[src/rtl/fp16_pkg.sv]
// Shared constants and types for the iterative binary16 significand multiplier.
// Build option FP16_MUL_RADIX4_EN selects 2 multiplier bits per cycle instead of 1.
package fp16_pkg;

  localparam int FP16_BIAS = 15;
  localparam int EXP_W     = 7;
  localparam int SIG_W     = 11;
  localparam int PROD_W    = 2 * SIG_W;
  localparam int MPLR_W    = 12;

  localparam logic [EXP_W-1:0] EXP_ZERO    = 7'h60;  // -32
  localparam logic [EXP_W-1:0] EXP_SPECIAL = 7'h1F;  // +31

`ifdef FP16_MUL_RADIX4_EN
  localparam int         STEP     = 2;
  localparam logic [3:0] LAST_CNT = 4'd5;
`else
  localparam int         STEP     = 1;
  localparam logic [3:0] LAST_CNT = 4'd10;
`endif

  typedef enum logic [1:0] {
    IDLE = 2'd0,
    MUL  = 2'd1,
    DONE = 2'd2
  } state_e;

  // Bit order matches OP_TYPE: {zero, nan, inf}.
  typedef struct packed {
    logic zero;
    logic nan;
    logic inf;
  } op_class_t;

endpackage

[src/rtl/fp16_unpack.sv]
// Combinational binary16 unpack: classification, leading-zero count and
// subnormal left-normalization into an unbiased exponent and 11-bit significand.
module fp16_unpack
  import fp16_pkg::*;
(
  input  logic [15:0]             op_i,
  output logic signed [EXP_W-1:0] exp_o,
  output logic [SIG_W-1:0]        sig_o,
  output logic                    is_zero_o,
  output logic                    is_inf_o,
  output logic                    is_nan_o
);

  logic [4:0]              e_field;
  logic [9:0]              frac;
  logic [3:0]              shift;
  logic signed [EXP_W-1:0] e_ext;

  assign e_field = op_i[14:10];
  assign frac    = op_i[9:0];
  assign e_ext   = {2'b00, e_field};

  assign is_zero_o = (e_field == 5'd0)  && (frac == 10'd0);
  assign is_inf_o  = (e_field == 5'd31) && (frac == 10'd0);
  assign is_nan_o  = (e_field == 5'd31) && (frac != 10'd0);

  // Ascending scan: the highest set fraction bit writes last and sets the shift.
  always_comb begin
    shift = 4'd0;
    for (int i = 0; i < 10; i++) begin
      if (frac[i]) shift = 4'(10 - i);
    end
  end

  always_comb begin
    if (e_field == 5'd0) begin
      sig_o = {1'b0, frac} << shift;
      exp_o = -7'sd14 - $signed({3'b000, shift});
    end else begin
      sig_o = {1'b1, frac};
      exp_o = e_ext - 7'(FP16_BIAS);
    end
  end

endmodule

[src/rtl/fp16_mul_iter.sv]
// Iterative binary16 multiplier front end: unpacks operands, classifies specials
// and builds the raw 11x11 significand product by shift-add (FP16_MUL_RADIX4_EN: radix 4).
// Handshake: a transfer happens on an edge where valid and ready are both high;
// OUT_VALID and all result outputs hold steady until OUT_READY is seen.
module fp16_mul_iter
  import fp16_pkg::*;
(
  input  logic                          CLK,
  input  logic                          RST,
  input  logic [15:0]                   A,
  input  logic [15:0]                   B,
  input  logic                          IN_VALID,
  output logic                          IN_READY,
  output logic                          OUT_VALID,
  input  logic                          OUT_READY,
  output logic                          SIGN,
  output logic signed [1:0][EXP_W-1:0]  EXPONENT,
  output logic [PROD_W-1:0]             SIGNIFICAND_MUL,
  output logic [2:0]                    OP_TYPE,
  output state_e                        STATE_DBG
);

  logic signed [EXP_W-1:0] exp_a, exp_b;
  logic [SIG_W-1:0]        sig_a, sig_b;
  logic                    zero_a, inf_a, nan_a;
  logic                    zero_b, inf_b, nan_b;

  fp16_unpack u_unpack_a (
    .op_i      (A),
    .exp_o     (exp_a),
    .sig_o     (sig_a),
    .is_zero_o (zero_a),
    .is_inf_o  (inf_a),
    .is_nan_o  (nan_a)
  );

  fp16_unpack u_unpack_b (
    .op_i      (B),
    .exp_o     (exp_b),
    .sig_o     (sig_b),
    .is_zero_o (zero_b),
    .is_inf_o  (inf_b),
    .is_nan_o  (nan_b)
  );

  op_class_t cls_d;
  logic      special_d;

  // inf x zero is invalid and therefore classed as NaN.
  always_comb begin
    cls_d.nan  = nan_a | nan_b | (inf_a & zero_b) | (zero_a & inf_b);
    cls_d.inf  = ~cls_d.nan & (inf_a | inf_b);
    cls_d.zero = ~cls_d.nan & ~cls_d.inf & (zero_a | zero_b);
    special_d  = cls_d.nan | cls_d.inf | cls_d.zero;
  end

  state_e                       state_q;
  logic [3:0]                   cnt_q;
  logic                         in_ready_q;
  logic                         out_valid_q;
  logic                         sign_q;
  logic signed [1:0][EXP_W-1:0] exp_q;
  logic [PROD_W-1:0]            acc_q;
  logic [PROD_W-1:0]            mcand_q;
  logic [MPLR_W-1:0]            mplier_q;
  op_class_t                    op_q;
  logic [PROD_W-1:0]            pp_d;

`ifdef FP16_MUL_RADIX4_EN
  always_comb begin
    pp_d = (mplier_q[0] ? mcand_q : '0) + (mplier_q[1] ? (mcand_q << 1) : '0);
  end
`else
  always_comb begin
    pp_d = mplier_q[0] ? mcand_q : '0;
  end
`endif

  always_ff @(posedge CLK) begin
    if (RST) begin
      state_q     <= IDLE;
      cnt_q       <= 4'd0;
      in_ready_q  <= 1'b0;
      out_valid_q <= 1'b0;
      sign_q      <= 1'b0;
      exp_q       <= '0;
      acc_q       <= '0;
      mcand_q     <= '0;
      mplier_q    <= '0;
      op_q        <= '0;
    end else begin
      case (state_q)
        IDLE: begin
          in_ready_q <= 1'b1;
          if (IN_VALID && in_ready_q) begin
            in_ready_q <= 1'b0;
            sign_q     <= A[15] ^ B[15];
            cnt_q      <= 4'd0;
            acc_q      <= '0;
            if (special_d) begin
              exp_q       <= cls_d.zero ? {EXP_ZERO, EXP_ZERO} : {EXP_SPECIAL, EXP_SPECIAL};
              op_q        <= cls_d;
              out_valid_q <= 1'b1;
              state_q     <= DONE;
            end else begin
              exp_q    <= {exp_b, exp_a};
              op_q     <= '0;
              mcand_q  <= {{(PROD_W-SIG_W){1'b0}}, sig_a};
              mplier_q <= {1'b0, sig_b};
              state_q  <= MUL;
            end
          end
        end
        MUL: begin
          acc_q    <= acc_q + pp_d;
          mcand_q  <= mcand_q << STEP;
          mplier_q <= mplier_q >> STEP;
          if (cnt_q == LAST_CNT) begin
            out_valid_q <= 1'b1;
            state_q     <= DONE;
          end else begin
            cnt_q <= cnt_q + 4'd1;
          end
        end
        DONE: begin
          if (OUT_READY) begin
            out_valid_q <= 1'b0;
            in_ready_q  <= 1'b1;
            cnt_q       <= 4'd0;
            state_q     <= IDLE;
          end
        end
        default: state_q <= IDLE;
      endcase
    end
  end

  assign IN_READY        = in_ready_q;
  assign OUT_VALID       = out_valid_q;
  assign SIGN            = sign_q;
  assign EXPONENT        = exp_q;
  assign SIGNIFICAND_MUL = acc_q;
  assign OP_TYPE         = op_q;
  assign STATE_DBG       = state_q;

endmodule

[config.mk]
export PLATFORM = sky130hd
export DESIGN_NAME = fp16_mul_iter
export DESIGN_NICKNAME = d
export VERILOG_FILES = /design/src/rtl/fp16_pkg.sv /design/src/rtl/fp16_unpack.sv /design/src/rtl/fp16_mul_iter.sv
export SDC_FILE = /design/constraint.sdc
export NUM_CORES = 1
export LEC_CHECK = 0
export ABC_AREA = 1
export ABC_CLOCK_PERIOD_IN_PS = 5050
export CELL_PAD_IN_SITES_DETAIL_PLACEMENT = 1
export CELL_PAD_IN_SITES_GLOBAL_PLACEMENT = 1
export CORE_MARGIN = 1.5
export CORE_UTILIZATION = 42
export CTS_CLUSTER_SIZE = 24
export DETAILED_ROUTE_END_ITERATION = 16
export PLACE_DENSITY = 0.95
export SYNTH_ARGS = -nofsm -noshare
export SYNTH_HDL_FRONTEND = slang
export SYNTH_SLANG_ARGS = --single-unit
[constraint.sdc]
create_clock -name CLK -period 5.05 [get_ports CLK]
set_clock_uncertainty 0.15 [all_clocks]
set_input_delay 1.2625 -clock CLK [delete_from_list [all_inputs] [get_ports CLK]]
set_output_delay 1.2625 -clock CLK [all_outputs]
set_load 0.03 [all_outputs]
==> results of run 1 <==
-- sequential cells by signal, indices dropped and copies added (netlist names) --
register,flops
EXPONENT,12
mplier_q,11
OP_TYPE,3
mcand_q,22
cnt_q,4
STATE_DBG,2
SIGN,1
IN_READY,1
SIGNIFICAND_MUL,22
OUT_VALID,1
-- cell usage after synthesis, drive strengths merged (9+ instances only) --
master,count
a21oi,102
buf,9
clkbuf,26
dfxtp,79
ha,31
inv,111
nand2,227
nand3,99
nand4,15
nor2,73
nor3,14
o21ai,84
o21bai,17
-- cells in the final DEF, fill, tap and decap left out, drive strengths merged, types with 2 or more instances in the layout --
| cell | instances |
|---|---|
| clkinvlp | 3 |
| and3 | 2 |
| o21ai | 84 |
| or2 | 6 |
| inv | 112 |
| ha | 31 |
| nor4 | 2 |
| nor2 | 73 |
| nand4 | 15 |
| o21bai | 17 |
| a21oi | 102 |
| o211ai | 6 |
| buf | 6 |
| nand3 | 99 |
| a31oi | 3 |
| a211oi | 4 |
| a221oi | 2 |
| a21o | 5 |
| nor3 | 14 |
| xnor2 | 2 |
| o211a | 2 |
| clkinv | 4 |
| clkbuf | 9 |
| dfxtp | 79 |
| clkdlybuf4s50 | 78 |
| nand2 | 227 |
| xor2 | 3 |
| nor3b | 2 |
-- stage by stage --
step	hold WS [ns]	cell area, µm²	setup slack (ns)	std cells	power (µW)
5_1_grt	0.3494	7052	0.9080	1180	1831
3_3_place_gp	0.3035	6756	0.9476	1165	1073
4_1_cts	0.3306	7052	1.218	1180	1761
6_report	0.3250	7052	1.177	1180	1752
3_5_place_dp	0.3135	6756	0.8453	1165	1088
2_1_floorplan	0.2894	5872	2.055	936	954.7
-- final cells by class --
type / count / area (µm²)
Tap cell: 180 / 225.2
Multi-Input combinational cell: 708 / 3699
Clock buffer: 9 / 225.2
Timing Repair Buffer: 84 / 823.3
Clock inverter: 6 / 70.07
Sequential cell: 79 / 1582
Inverter: 114 / 427.9
Fill cell: 1884 / 6721
-- layer usage --
layer  routed length (µm)  GRT usage (%)  vias to the layer above
met5                    0              0                        -
met4                  454          12.06                        0
met3                  842          3.853                       36
met2                 9597          48.08                      168
met1                 8620          32.74                     3188
li1                     -              -                     3246
-- worst max path at each step --
| stage | depth (start not counted) | slack [ns] | from | to |
|---|---|---|---|---|
| floorplan | 14 | 2.05 | B[1] | EXPONENT[9]$_SDFFE_PP0P_ |
| global placement | 13 | 0.95 | B[2] | EXPONENT[9]$_SDFFE_PP0P_ |
| detailed placement | 13 | 0.85 | B[2] | EXPONENT[9]$_SDFFE_PP0P_ |
| CTS | 12 | 1.22 | B[4] | EXPONENT[9]$_SDFFE_PP0P_ |
| global route | 12 | 0.91 | A[9] | mcand_q[13]$_SDFFE_PP0P_ |
| finish | 12 | 1.18 | B[4] | EXPONENT[9]$_SDFFE_PP0P_ |
-- critical path, delay by kind of cell --
family / cells / cell delay, ns
compound gates: 3 / 0.62
simple gates: 6 / 0.79
fa+ha+maj: 1 / 0.35
buf+inv: 2 / 0.93
-- logic make-up (layout without fill, tap and decap cells) --
group	Yosys count	in the layout
compound gates	229	229
xor+xnor	5	5
fa+ha+maj	32	32
buf+inv	149	213
flops	79	79
simple gates	442	442
-- power by group through the flow --
stage          clock network, µW  registers, µW  logic (µW)
3_5_place_dp                   0            702         385
5_1_grt                      706            694         432
4_1_cts                      682            689         390
3_3_place_gp                   0            701         372
2_1_floorplan                  0            718         237
6_report                     672            690         391
==> results by group, run 1 <==
Power
  • P_sw: 573.6 µW
  • Worst IR Drop VDD: 0.0001585 V
  • Int Power: 1179 µW
  • Clock network fraction of design power: 38.3%
  • Logic gate share of total power: 22.3%
  • Sw frac: 32.74%
  • Pleak: 0.003198 µW
  • Cell Pwr Density: 248.5 nW/µm²
  • Sequential power share: 39.4%

Routing
  • ANT nets after route: 0
  • Final WL: 19.52 mm
  • Vias per cell: 5.625
  • First-pass detailed-route iteration total: 4
  • Initial DRC count: 387
  • Remaining DRCs: 0
  • Via count: 6638
  • WL per Instance: 16.54 µm

Layout
  • ANT cells: 0
  • Final core utilization: 51.20%
  • Fraction of layout cells with a size suffix above 1: 6.000%
  • Area Overhead vs Synth: 20.09%
  • Final net count: 1064

Worst setup path
  • Slowest CP cell: clkdlybuf4s50_1
  • FF-to-FF End: SIGNIFICAND_MUL[18]$_SDFFE_PP0P_
  • Critical Path RT: 5.14 ns
  • Worst-path cell chain: clkdlybuf4s50_1 -> nor2_2 -> nand2_1 -> nand3_1 -> nand3_1 -> nand2_1 -> clkinv_1 -> ha_1 -> o21ai_0 -> nor2_1 -> a311oi_1 -> o21ai_1
  • Reg2reg path depth: 17
  • Crit start category: input port
  • Crit-path max cell delay: 0.52 ns
  • CP Max Fanout: 13
  • Reg-to-reg slack, setup: 2.03 ns
  • CP endpoint kind: register
  • Worst R2R Start: mcand_q[0]$_SDFFE_PP0P_
  • Critical path type: in -> reg
  • Arrival time worst endpoint: 3.96 ns

Job
  • # Max-Cap Violations: 0

CTS
  • Post-cts hold buffer count: 0
  • Clock transition at the registers of the reported paths: 0.07 ns
  • Clock buffer depth: 2
  • CTS tree: yes
  • CTS buffer count: 9
  • Later-pin clock latency in the skew report: 0.35 ns
  • Postcts setup bufs: 0
  • CTS resizes: 0
  • Clock sinks: 79
  • H-tree Lvls: 3
  • Clk root buf: clkbuf_16

Logic synthesis
  • Compound-Gate Fraction of Synth Area: 21.50%
  • Synthesized instance count: 936
  • Cell Area, Synth: 5872 µm²
  • Number of synthesized flops with an enable pin: 0
  • Largest family of logic cells by synthesized area: simple AND/OR/NAND/NOR gates
  • Synth top area cells: dfxtp_1 27%, nand2_1 14%, a21oi_1 8.6%
  • Count of state elements after synthesis: 79
  • Main flop type after synthesis: dfxtp_1
  • Synth Net Count: 1004
  • Yosys top cell by area: dfxtp_1
  • Post-Synth XOR/XNOR Area: 0.7458%
  • Post-Synth Simple-Gate Area: 33.75%
  • Synth Area in Adders: 6.947%
  • Ys async rst share: 0%
  • Yosys cell types: 46
  • Synth top area share: 26.93%
  • Syn_area_per_cell: 6.273 µm²
  • Synthesis Warnings: 0
  • Mux share of post-synthesis cell area: 0%
  • Seq/Total Area, Yosys: 26.93%

STA
  • Fmax: 0.2582 GHz
  • RSZ-0062 raised after global routing: no
  • Final hold violations: 0
  • Worst slew margin: 39.10%
  • Worst-Margin Slew: 0.9136 ns
  • Post-route setup TNS: 0 ns
  • Max-slew violation count: 0
  • Setup violations, final: 0
  • Tcrit/Tclk final: 76.70%
  • Tmin final: 3.873 ns

GRT
  • Pin count of the biggest net entering global routing: 46
  • Overflow after GRT: 0
  • Vias in the first global route: 6749
  • Total GRT Usage: 27.23%
  • Initial antenna violation count: 0
  • First-pass GRT wire length: 32.01 mm

Die
  • Die Y: 121.2 µm
  • Die Wd: 121.2 µm
  • Core area: 13770 µm²
  • Io pins: 80
  • Die area: 14700 µm²
  • Initial core utilization: 42.63%
  • # rows: 43

Place
  • GP Congestion: 0.9281
  • I/O Buffers: 79
  • Final HPWL DP: 14.58 mm

Worst hold path
  • Hold Path End: OUT_VALID$_SDFFE_PP0P_
  • Hold depth: 2
  • Worst hold-check path type: reg -> reg
  • Min-delay src: OUT_VALID$_SDFFE_PP0P_

Outcome
  • Status: finished, final reports clean
(Power assumes the default switching activity.)
==> run 2, diff against run 1 <==
--- a/config.mk
+++ b/config.mk
@@ -6,14 +6,14 @@
 export NUM_CORES = 1
 export LEC_CHECK = 0
 export ABC_AREA = 1
-export ABC_CLOCK_PERIOD_IN_PS = 5050
+export ABC_CLOCK_PERIOD_IN_PS = 3900
 export CELL_PAD_IN_SITES_DETAIL_PLACEMENT = 1
 export CELL_PAD_IN_SITES_GLOBAL_PLACEMENT = 1
 export CORE_MARGIN = 1.5
-export CORE_UTILIZATION = 42
+export CORE_UTILIZATION = 39
 export CTS_CLUSTER_SIZE = 24
 export DETAILED_ROUTE_END_ITERATION = 16
-export PLACE_DENSITY = 0.95
+export PLACE_DENSITY = 0.91
 export SYNTH_ARGS = -nofsm -noshare
 export SYNTH_HDL_FRONTEND = slang
 export SYNTH_SLANG_ARGS = --single-unit
==> constraint.sdc (replaced) <==
create_clock -name CLK -period 3.9 [get_ports CLK]
set_clock_uncertainty 0.15 [all_clocks]
set_input_delay 0.975 -clock CLK [delete_from_list [all_inputs] [get_ports CLK]]
set_output_delay 0.975 -clock CLK [all_outputs]
set_load 0.03 [all_outputs]
==> run 2 against run 1 <==
The run now ends with DRC left. Count of clock-buffer cells in the layout unchanged. Sequential share of layout area down 0.22 points. Power up 29%. Register-to-register slack worse by 1.2 ns. Sequential power up 29%. Largest cell class unchanged.
==> results by group, run 2 (synthesis gave the netlist of run 1 again) <==
Routing
  • WL per Instance: 16.41 µm (was 16.54 µm)
  • First-pass detailed-route iteration total: 11 (was 4)
  • Vias per cell: 5.592 (was 5.625)
  • Via count: 6683 (was 6638)
  • Initial DRC count: 333 (was 387)
  • Final WL: 19.61 mm (was 19.52 mm)
  • ANT nets after route: 0 (unchanged)
  • Remaining DRCs: 5 (was 0)

STA
  • Fmax: 0.2992 GHz
  • RSZ-0062 raised after global routing: no (unchanged)
  • Worst slew margin: 29.94% (was 39.10%)
  • Fin Hold WS: 0.3176 ns (was 0.3250 ns)
  • Max-slew violation count: 0 (unchanged)
  • Post-route setup TNS: 0 ns (unchanged)
  • PnR worst setup slack: 0.5580 ns (was 1.177 ns)
  • Final hold violations: 0 (unchanged)
  • Tmin final: 3.342 ns
  • Setup violations, final: 0 (unchanged)
  • Worst-Margin Slew: 1.044 ns (was 0.9136 ns)
  • Tcrit/Tclk final: 85.69%

Die
  • # rows: 44 (was 43)
  • Io pins: 80 (unchanged)
  • Initial core utilization: 40.10% (was 42.63%)
  • Core area: 14640 µm² (was 13770 µm²)
  • Die Wd: 125.7 µm (was 121.2 µm)
  • Die area: 15800 µm² (was 14700 µm²)
  • Die Y: 125.7 µm (was 121.2 µm)

Layout
  • Fillers: 1979 (was 1884)
  • ANT cells: 0 (unchanged)
  • Final core utilization: 48.63% (was 51.20%)
  • Area Overhead vs Synth: 21.29% (was 20.09%)
  • Most frequent cells in the layout: 222 x nand2_1, 102 x inv_1, 101 x a21oi_1, 94 x nand3_1, 82 x o21ai_0 (unchanged)
  • Final net count: 1074 (was 1064)
  • Fraction of layout cells with a size suffix above 1: 7.023% (was 6.000%)
  • Commonest non-fill, non-tap cell in the layout: nand2_1 (unchanged)

CTS
  • H-tree Lvls: 3 (unchanged)
  • Postcts setup bufs: 0 (unchanged)
  • CTS tree: yes (unchanged)
  • Later-pin clock latency in the skew report: 0.36 ns (was 0.35 ns)
  • Clock sinks: 79 (unchanged)
  • Clock transition at the registers of the reported paths: 0.06 ns (was 0.07 ns)
  • Post-cts hold buffer count: 0 (unchanged)
  • CTS buffer count: 9 (unchanged)
  • Clk root buf: clkbuf_16 (unchanged)
  • CTS resizes: 0 (unchanged)
  • Clock buffer depth: 2 (unchanged)

Worst setup path
  • Arrival time worst endpoint: 3.42 ns (was 3.96 ns)
  • CP endpoint kind: register (unchanged)
  • Crit-path max cell delay: 0.54 ns (was 0.52 ns)
  • CP Max Fanout: 25 (was 13)
  • Worst-path cell chain: clkdlybuf4s50_1 -> inv_1 -> ha_1 -> and3_1 -> nand2_1 -> nand2_1 -> nand2_2 -> nand2_2 -> nor2_4 -> nand3_4 -> nand2_4 -> inv_2 -> nor2_1 -> a21oi_1 (was clkdlybuf4s50_1 -> nor2_2 -> nand2_1 -> nand3_1 -> nand3_1 -> nand2_1 -> clkinv_1 -> ha_1 -> o21ai_0 -> nor2_1 -> a311oi_1 -> o21ai_1)
  • Crit start category: input port (unchanged)
  • Critical Path RT: 3.98 ns (was 5.14 ns)
  • Critical path type: in -> reg (unchanged)
  • Slowest CP cell: clkdlybuf4s50_1 (unchanged)

Worst hold path
  • Worst hold-check path type: reg -> reg (unchanged)

GRT
  • First-pass GRT wire length: 33.13 mm (was 32.01 mm)
  • Overflow after GRT: 0 (unchanged)
  • Vias in the first global route: 6807 (was 6749)
  • Pin count of the biggest net entering global routing: 45 (was 46)
  • Initial antenna violation count: 0 (unchanged)
  • Total GRT Usage: 25.58% (was 27.23%)

Place
  • GP Congestion: 0.9760 (was 0.9281)
  • I/O Buffers: 79 (unchanged)
  • Final HPWL DP: 14.56 mm (was 14.58 mm)
  • Worst slack, placed: 0.2025 ns (was 0.8453 ns)

Job
  • # Max-Cap Violations: 0 (unchanged)

Outcome
  • Failing checks: DRC
  • Status: complete, but fails checks (was finished, final reports clean)

Power
  • Pleak: 0.003256 µW (was 0.003198 µW)
  • Cell Pwr Density: 316.3 nW/µm² (was 248.5 nW/µm²)
  • Worst IR Drop VDD: 0.0002464 V (was 0.0001585 V)
## run 2: cell count changes in the layout (fill, tap and decap cells not counted), sizes merged
cell | before | now
buf | 6 | 16
clkinv | 4 | 5
inv | 112 | 116
bufinv | 1 | 0
clkinvlp | 3 | 0
## run 2: routing by layer
| metal | global-route usage [%] | part of all wire, % | routed length, µm | up-vias |
|---|---|---|---|---|
| met5 | 0 | 0 | 0 | - |
| met3 | 3.738 | 3.9 | 760 | 38 |
| met4 | 8.413 | 2.3 | 447 | 0 |
| met1 | 32.80 | 46 | 9022 | 3199 |
| li1 | - | - | - | 3267 |
| met2 | 44.09 | 48 | 9377 | 179 |
## run 2: worst max-delay path, delay by kind of cell
| kind | cells | cell delay [ns] |
|---|---|---|
| AOI/OAI and AO/OA | 1 | 0.09 |
| adders and majority gates | 1 | 0.19 |
| buffers and inverters | 3 | 0.85 |
| and+or+nand+nor | 9 | 1.29 |
## run 2: cell type report
class                      count  area [µm²]  area share (%)
clock inverter                 7       60.06          0.8433
multi-input combinational    708        3699           51.93
inverter                     114       427.9           6.008
sequential                    79        1582           22.21
tap                          184       230.2           3.233
clock buffer                   9       225.2           3.162
timing repair buffer          94       898.4           12.61
## run 2: worst paths after layout
path / cells past startpoint / end / startpoint / slack [ns]
min reg2reg: 2 / OUT_VALID$_SDFFE_PP0P_ / OUT_VALID$_SDFFE_PP0P_ / 0.32
max reg2reg: 18 / SIGNIFICAND_MUL[18]$_SDFFE_PP0P_ / mplier_q[0]$_SDFFE_PP0P_ / 0.85
max: 14 / mplier_q[9]$_SDFFE_PP0P_ / A[10] / 0.56
min: 2 / OUT_VALID$_SDFFE_PP0P_ / OUT_VALID$_SDFFE_PP0P_ / 0.32
## run 2: where the power goes
part / switching, µW / internal, µW
Combinational: 341 / 181
Sequential: 36.1 / 856
Clock: 393 / 445
## run 2: through the flow
step / instance area (µm²) / power (µW) / std cells
4_1_cts: 7122 / 2265 / 1195
2_1_floorplan: 5872 / 1236 / 936
3_5_place_dp: 6837 / 1420 / 1179
6_report: 7122 / 2253 / 1195
5_1_grt: 7122 / 2360 / 1195
3_3_place_gp: 6837 / 1404 / 1179
==> run 3, diff against run 2 <==
--- a/config.mk
+++ b/config.mk
@@ -9,7 +9,7 @@
 export ABC_CLOCK_PERIOD_IN_PS = 3900
 export CELL_PAD_IN_SITES_DETAIL_PLACEMENT = 1
 export CELL_PAD_IN_SITES_GLOBAL_PLACEMENT = 1
-export CORE_MARGIN = 1.5
+export CORE_MARGIN = 10
 export CORE_UTILIZATION = 39
 export CTS_CLUSTER_SIZE = 24
 export DETAILED_ROUTE_END_ITERATION = 16
==> run 3 against run 2 <==
Via count shrank 0.85%. Highest routed layer unchanged. First-iteration DRC count rose by 2.4%. The flow now finishes without violations. Wire length is 4.5% higher. Sequential share of layout area shrank 0.17 points. Cell count is essentially flat. Count of clock-buffer cells in the layout is 1 higher. Power is 5.4% higher.
==> results by group, run 3 (synthesis gave the netlist of run 1 again) <==
Routing
  • ANT nets after route: 0 (unchanged)
  • Vias per cell: 5.540 (was 5.592)
  • Remaining DRCs: 0 (was 5)
  • WL per Instance: 17.13 µm (was 16.41 µm)
  • First-pass detailed-route iteration total: 5 (was 11)
  • Initial DRC count: 341 (was 333)
  • Final WL: 20.49 mm (was 19.61 mm)
  • Via count: 6626 (was 6683)

Die
  • Initial core utilization: 40.10% (unchanged)
  • Die Y: 142.7 µm (was 125.7 µm)
  • Die Wd: 142.7 µm (was 125.7 µm)
  • Io pins: 80 (unchanged)
  • # rows: 44 (unchanged)
  • Core area: 14640 µm² (unchanged)
  • Die area: 20360 µm² (was 15800 µm²)

Layout
  • Area Overhead vs Synth: 22.22% (was 21.29%)
  • Final net count: 1075 (was 1074)
  • Commonest non-fill, non-tap cell in the layout: nand2_1 (unchanged)
  • Fraction of layout cells with a size suffix above 1: 7.115% (was 7.023%)
  • Final core utilization: 49.01% (was 48.63%)
  • ANT cells: 0 (unchanged)
  • Post-Layout Inst Area: 7177 µm² (was 7122 µm²)
  • Most frequent cells in the layout: 222 x nand2_1, 102 x inv_1, 101 x a21oi_1, 94 x nand3_1, 82 x o21ai_0 (unchanged)

Worst setup path
  • CP endpoint kind: register (unchanged)
  • Critical path type: in -> reg (unchanged)
  • Arrival time worst endpoint: 3.38 ns (was 3.42 ns)
  • Critical Path RT: 4.03 ns (was 3.98 ns)
  • Reg2reg path depth: 17 (was 18)
  • Crit start category: input port (unchanged)
  • CP Max Fanout: 20 (was 25)

STA
  • RSZ-0062 raised after global routing: no (unchanged)
  • Worst-Margin Slew: 0.9785 ns (was 1.044 ns)
  • Final hold violations: 0 (unchanged)
  • Max-slew violation count: 0 (unchanged)
  • Setup violations, final: 0 (unchanged)
  • Worst slew margin: 34.36% (was 29.94%)
  • Fmax: 0.3073 GHz (was 0.2992 GHz)
  • Tcrit/Tclk final: 83.44% (was 85.69%)
  • PnR worst setup slack: 0.6458 ns (was 0.5580 ns)
  • Post-route setup TNS: 0 ns (unchanged)
  • Tmin final: 3.254 ns (was 3.342 ns)
  • Fin Hold WS: 0.3229 ns (was 0.3176 ns)

Power
  • Int Power: 1620 µW (was 1482 µW)
  • Logic gate share of total power: 21.9% (was 23.2%)
  • Worst IR Drop VDD: 0.0002084 V (was 0.0002464 V)
  • Cell Pwr Density: 330.7 nW/µm² (was 316.3 nW/µm²)
  • Sw frac: 31.73% (was 34.21%)
  • Sequential power share: 37.6% (was 39.6%)
  • P_sw: 753.1 µW (was 770.6 µW)
  • Pleak: 0.003276 µW (was 0.003256 µW)
  • Clock network fraction of design power: 40.5% (was 37.2%)

CTS
  • Post-cts hold buffer count: 0 (unchanged)
  • H-tree Lvls: 3 (unchanged)
  • Later-pin clock latency in the skew report: 0.35 ns (was 0.36 ns)
  • CTS resizes: 0 (unchanged)
  • Clock transition at the registers of the reported paths: 0.07 ns (was 0.06 ns)
  • CTS buffer count: 9 (unchanged)
  • Clk root buf: clkbuf_16 (unchanged)
  • Clock sinks: 79 (unchanged)
  • Clock buffer depth: 2 (unchanged)
  • Postcts setup bufs: 0 (unchanged)
  • CTS tree: yes (unchanged)

Place
  • GP Congestion: 0.9663 (was 0.9760)
  • Final HPWL DP: 15.58 mm (was 14.56 mm)
  • Worst slack, placed: 0.3000 ns (was 0.2025 ns)
  • I/O Buffers: 79 (unchanged)
  • Post-DP Area: 6844 µm² (was 6837 µm²)

Worst hold path
  • Worst hold-check path type: reg -> reg (unchanged)
  • Hold depth: 2 (unchanged)

Job
  • # Max-Cap Violations: 0 (unchanged)

GRT
  • Pin count of the biggest net entering global routing: 45 (unchanged)
  • Initial antenna violation count: 0 (unchanged)
  • Vias in the first global route: 6889 (was 6807)
  • Overflow after GRT: 0 (unchanged)
  • Total GRT Usage: 20.00% (was 25.58%)
  • First-pass GRT wire length: 33.35 mm (was 33.13 mm)

Outcome
  • Status: finished, final reports clean (was complete, but fails checks)
run 3: power groups by stage:
stage	sequential [µW]	combinational, µW	clock, µW
global placement	906	499	0
floorplan	930	307	0
detailed placement	908	513	0
finish	892	521	961
CTS	891	520	971
global route	897	577	1010
run 3: through the flow:
step | total power (µW) | cells
5_1_grt | 2481 | 1196
6_report | 2373 | 1196
3_5_place_dp | 1421 | 1180
3_3_place_gp | 1404 | 1180
2_1_floorplan | 1236 | 936
4_1_cts | 2382 | 1196
run 3: routing by layer:
| layer | part of all wire (%) | track usage [%] | routed length, µm | vias up |
|---|---|---|---|---|
| li1 | - | - | - | 3275 |
| met1 | 44 | 23.31 | 9092 | 3166 |
| met2 | 49 | 35.21 | 9965 | 148 |
| met3 | 4.6 | 4.677 | 942 | 37 |
| met4 | 2.4 | 6.732 | 492 | 0 |
| met5 | 0 | 0 | 0 | - |
run 3: worst paths after layout:
kind / startpoint / endpoint / slack (ns)
worst max register to register: mcand_q[0]$_SDFFE_PP0P_ / SIGNIFICAND_MUL[18]$_SDFFE_PP0P_ / 0.97
worst min register to register: OUT_VALID$_SDFFE_PP0P_ / OUT_VALID$_SDFFE_PP0P_ / 0.32
worst max-delay path: A[4] / mcand_q[13]$_SDFFE_PP0P_ / 0.65
worst min-delay path: OUT_VALID$_SDFFE_PP0P_ / OUT_VALID$_SDFFE_PP0P_ / 0.32
run 3: final cells by class:
type                            instances  area, µm²
Tap cell                              184      230.2
Timing Repair Buffer                   95      905.9
Clock inverter                          6      93.84
Inverter                              114      427.9
Fill cell                            1970       7467
Multi-Input combinational cell        708       3699
Clock buffer                           10      239.0
Sequential cell                        79       1582
run 3: critical path: stages:
cell and delay [ns]:
clkdlybuf4s50_1 0.54, nor2_2 0.19, nand3_2 0.10, nor3_2 0.20
nand2_1 0.14, nand2_1 0.22, inv_1 0.12, nand3_4 0.13
nand2_4 0.09, inv_2 0.35, nand2_1 0.15, a21oi_1 0.17
